File: src/rtl/sqvl_seq_ctrl.sv
// Square-wave voltage sequencer: alternates a high/low level with programmable durations
// and issues the downstream load strobe when each new level reaches the path register.
module sqvl_seq_ctrl #(
  parameter int unsigned DW       = 12,
  parameter int unsigned CW       = 16,
  parameter int unsigned PIPE_LAT = 2
) (
  input  logic          clk,
  input  logic          reset,
  input  logic          start,
  input  logic          stop,
  input  logic          cfg_load,
  input  logic [DW-1:0] v_high,
  input  logic [DW-1:0] v_low,
  input  logic [CW-1:0] t_high,
  input  logic [CW-1:0] t_low,
  output logic [DW-1:0] v_out,
  output logic          en,
  output logic          busy,
  output logic          phase,
  output logic          period_done
);

  typedef enum logic [1:0] {
    S_IDLE,
    S_HIGH,
    S_LOW
  } state_t;

  state_t        state;
  logic [CW-1:0] cnt;
  logic [DW-1:0] vh_stg, vl_stg, vh_act, vl_act;
  logic [CW-1:0] th_stg, tl_stg, th_act, tl_act;
  logic          pending;
  logic          stop_req;
  logic          chg;
  logic          inflight;
  logic          apply;
  logic [DW-1:0] vh_eff;
  logic [CW-1:0] th_eff;

  function automatic logic [CW-1:0] reload(input logic [CW-1:0] t);
    return (t == '0) ? '0 : t - CW'(1);
  endfunction

  // A pending copy lands in IDLE or at the LOW->HIGH boundary of a continuing run;
  // a HIGH reload on that same edge must already see the new values.
  always_comb begin
    apply  = pending && ((state == S_IDLE) ||
                         (state == S_LOW && cnt == '0 && !stop_req));
    vh_eff = pending ? vh_stg : vh_act;
    th_eff = pending ? th_stg : th_act;
  end

  always_ff @(posedge clk) begin
    if (reset) begin
      state       <= S_IDLE;
      cnt         <= '0;
      v_out       <= '0;
      phase       <= 1'b0;
      period_done <= 1'b0;
      chg         <= 1'b0;
      stop_req    <= 1'b0;
      pending     <= 1'b0;
      vh_stg      <= '0;
      vl_stg      <= '0;
      th_stg      <= '0;
      tl_stg      <= '0;
      vh_act      <= '0;
      vl_act      <= '0;
      th_act      <= '0;
      tl_act      <= '0;
    end else begin
      chg         <= 1'b0;
      period_done <= 1'b0;

      if (cfg_load) begin
        vh_stg <= v_high;
        vl_stg <= v_low;
        th_stg <= t_high;
        tl_stg <= t_low;
      end
      pending <= cfg_load | (pending & ~apply);
      if (apply) begin
        vh_act <= vh_stg;
        vl_act <= vl_stg;
        th_act <= th_stg;
        tl_act <= tl_stg;
      end

      case (state)
        S_IDLE: begin
          if (start && !stop) begin
            state <= S_HIGH;
            phase <= 1'b1;
            v_out <= vh_eff;
            cnt   <= reload(th_eff);
            chg   <= 1'b1;
          end
        end
        S_HIGH: begin
          if (stop) stop_req <= 1'b1;
          if (cnt != '0) begin
            cnt <= cnt - CW'(1);
          end else begin
            state       <= S_LOW;
            phase       <= 1'b0;
            v_out       <= vl_act;
            cnt         <= reload(tl_act);
            chg         <= 1'b1;
            period_done <= (tl_act <= CW'(1));
          end
        end
        S_LOW: begin
          if (stop) stop_req <= 1'b1;
          if (cnt != '0) begin
            cnt         <= cnt - CW'(1);
            period_done <= (cnt == CW'(1));
          end else if (stop_req) begin
            state    <= S_IDLE;
            stop_req <= 1'b0;
          end else begin
            state <= S_HIGH;
            phase <= 1'b1;
            v_out <= vh_eff;
            cnt   <= reload(th_eff);
            chg   <= 1'b1;
          end
        end
        default: begin
          state <= S_IDLE;
          phase <= 1'b0;
        end
      endcase
    end
  end

  generate
    if (PIPE_LAT == 0) begin : g_no_delay
      assign en       = chg;
      assign inflight = 1'b0;
    end else begin : g_delay
      logic [PIPE_LAT-1:0] dl;
      always_ff @(posedge clk) begin
        if (reset) dl <= '0;
        else       dl <= (dl << 1) | PIPE_LAT'(chg);
      end
      assign en       = dl[PIPE_LAT-1];
      assign inflight = |dl;
    end
  endgenerate

  assign busy = (state != S_IDLE) | inflight;

endmodule

File: config.mk
export PLATFORM = sky130hd
export DESIGN_NAME = sqvl_seq_ctrl
export DESIGN_NICKNAME = d
export VERILOG_FILES = /design/src/rtl/sqvl_seq_ctrl.sv
export SDC_FILE = /design/constraint.sdc
export NUM_CORES = 1
export LEC_CHECK = 0
export ABC_CLOCK_PERIOD_IN_PS = 4300
export BUFFER_PORTS_ARGS = -buffer_cell sky130_fd_sc_hd__buf_4
export CORE_AREA = 2 2 106 134
export DETAILED_ROUTE_END_ITERATION = 8
export DIE_AREA = 0 0 108 136
export PLACE_DENSITY = 0.77
export RECOVER_POWER = 25
export SLEW_MARGIN = 20
export SYNTH_ARGS = -nofsm -noshare
export SYNTH_HDL_FRONTEND = slang
export SYNTH_SLANG_ARGS = --single-unit
File: constraint.sdc
create_clock -name clk -period 4.3 [get_ports clk]
set_input_delay 0.43 -clock clk [delete_from_list [all_inputs] [get_ports clk]]
set_output_delay 0.43 -clock clk [all_outputs]
set_load 0.02 [all_outputs]
==> metrics.txt <==
status=complete, but fails checks; failing checks=max-capacitance violations, max-slew violations; Detailed Route Iter0 Violations=~250; Mapped Area=~0.0073 mm2; worst slew pin tran=1.893 ns; Synth Flop Type=dfxtp_1; Clk Latency, worst-skew pair=0.41 ns; Worst Setup Start Kind=register; Initial DRT Pass Iterations=4; # IOs=slightly below 80; internal power=approximately 0.0027 W; Worst Path Arrival=3.30 ns; Achievable Freq=332.1 MHz; Die H=roughly 140 um; Worst Setup End Kind=register; grt met1 use=28.55%; average wire per standard cell=between 15 and 20 um; Synth cell types=60; CTS Root Cell=clkbuf_16; cell taking the most area after synthesis=dfxtp_1; Slew Viols, Final=about 140; Via-to-Cell Ratio=around 5.7; gr busiest metal=met2; # setup viols final=0; number of antenna diodes=0; core area=about 0.014 mm2; CTS tree=yes; GRT overflow=0; #FFs+latches synth=around 150; die footprint=0.01469 mm2; Clock Skew=about 0.011 ns; CTS Hold Bufs=0; H-Tree Depth=4; sw frac=a little under a third; Synth async-reset ratio=0%; largest net degree at the start of global routing=a little over 80; most common cell after layout, fill and taps aside=nor2_1; Cells after Synth=795; Seq pwr share=40.4%; I/O Buffers=76; Pleak=between 3 and 4 nW; clock transition at the registers of the reported paths=approximately 0.06 ns; Synth top area share=41.09%; Setup WS post-layout=~1.3 ns; pre-CTS WS=about 1.4 ns; num rows=48; first-pass GRT wire length=roughly 28000 um; chip width=108 um; reported max-cap violation count=2; Design Power=just under 0.004 W; CTS sink count=~150; cells taking the most area after synthesis=dfxtp_1, mux2i_1, nor2_1, xnor2_1, ha_1; Initial Util=approximately 54%; Routed Antenna Nets=0; unrepaired setup endpoints after global routing=no; FILL cells=1164; most frequent cells in the layout=nor2_1, dfxtp_1, mux2i_1, buf_4, nand2_1; global routing met3 resource utilization=approximately 4.7%; Hold WC Path Type=in -> reg; gpl congestion=between 0.9 and 1; IR drop worst, VDD=roughly 340 uV; Seq/Total Area, Yosys=about two fifths; fin crit share=70.03%; Psw=roughly 0.0012 W; DP HPWL=between 10000 and 15000 um; Crit path required time=4.59 ns; critical path class=reg -> reg; DR vias=5842; Final Hold Vio Count=0; Layout Nets=between 900 and 1000; Remaining DRCs=0; min cycle time layout=about 3.0 ns; Clk pwr share=between 30% and 40%; Global Route Usage Sum=about a quarter; CTS Buf Count=17; TNS Setup=0 ns; CTS Buffer Depth=2; layout cell share with drive strength beyond 1=between 10% and 20%; Power per Cell Area=between 400 and 500 mW/mm2; combinational power share=22.9%; final wirelength=between 15000 and 20000 um; Worst slew margin=-26.21%; yosys warns=0; FF-to-FF setup slack=between 1 and 1.5 ns; number of global-route vias before repair=between 5000 and 6000; worst-path fanout max=19; grt met2 use=42.00%; synthesis-to-layout area growth=15.51%; number of enable flip-flop cells after synthesis=0; antenna violations before repair=0; setup bufs post-CTS=0; synthesized area per cell=~9 um2; Resize count post-CTS=0; Net Count, Synth=868
[cell usage after synthesis, types with 8 or more instances]
| cell | n |
|---|---|
| a211oi_1 | 14 |
| a21oi_1 | 16 |
| buf_2 | 9 |
| clkbuf_1 | 33 |
| dfxtp_1 | 149 |
| ha_1 | 12 |
| inv_1 | 14 |
| mux2i_1 | 147 |
| nand2_1 | 25 |
| nand3_1 | 8 |
| nor2_1 | 168 |
| nor3_1 | 16 |
| nor4_1 | 19 |
| o21ai_0 | 21 |
| xnor2_1 | 22 |
| xor2_1 | 13 |
[cell families (layout without fill, tap and decap cells)]
group,after synthesis,in the layout,share of synthesized area (%)
multiplexers,149,149,20.58
AO/OA/AOI/OAI,100,100,9.256
flip-flops,149,149,41.09
adder cells (fa/ha/maj),12,12,2.068
XOR/XNOR,35,35,4.223
buffers and inverters,67,129,4.240
AND/OR/NAND/NOR,283,283,18.55
[worst max-delay path, stage by stage, from the launching register on]
cell	delay (ns)
dfxtp_2	0.55
buf_4	0.31
nor4_1	0.11
o22ai_1	0.73
nor4_1	0.18
nor2_2	0.53
o211ai_1	0.19
a311oi_1	0.29
[final cells by class]
type / count / area (um2) / area share, %
clock buffers: 20 / 446.7 / 5.327
flip-flops and latches: 149 / 2984 / 35.59
clock inverters: 11 / 115.1 / 1.373
multi-input cells: 579 / 3986 / 47.54
inverters: 14 / 52.55 / 0.6267
well taps: 175 / 219.0 / 2.611
repair buffers: 84 / 581.8 / 6.938
[power by group through the flow]
stage	sequential [W]	combinational [W]	clock, W
5_1_grt	0.00158	0.000977	0.00150
4_1_cts	0.00157	0.000890	0.00145
3_3_place_gp	0.00160	0.000873	0
6_report	0.00157	0.000892	0.00143
3_5_place_dp	0.00160	0.000881	0
2_1_floorplan	0.00157	0.000698	0
[path summary, 6_finish.rpt]
path | startpoint | to | cells past startpoint
min reg2reg | chg$_SDFF_PP0_ | g_delay.dl[0]$_SDFF_PP0_ | 1
min | t_low[3] | tl_stg[3]$_SDFFE_PP0P_ | 3
max | pending$_SDFF_PP0_ | cnt[12]$_SDFFE_PP0P_ | 7
max reg2reg | pending$_SDFF_PP0_ | cnt[12]$_SDFFE_PP0P_ | 7
[layer usage]
metal	up-vias	wire length (um)
li1	2900	-
met1	2765	6987
met2	136	8608
met3	41	649
met4	0	576
met5	-	0
[stage by stage]
step | area (um2) | instances | util [%] | hold WS [ns]
2_1_floorplan | 7259 | 795 | - | 0.4138
3_3_place_gp | 7885 | 1001 | 58.35 | 0.4233
3_5_place_dp | 7885 | 1001 | 58.35 | 0.4422
4_1_cts | 8447 | 1032 | 62.51 | 0.2413
5_1_grt | 8386 | 1032 | 62.06 | 0.2508
6_report | 8386 | 1032 | 62.06 | 0.2481
[flip-flops by register name, indices dropped and copies added, names as in the netlist, 16 cells and up]
name / count
cnt: 16
th_act: 16
th_stg: 16
tl_act: 16
tl_stg: 16
(Power assumes the default switching activity.)
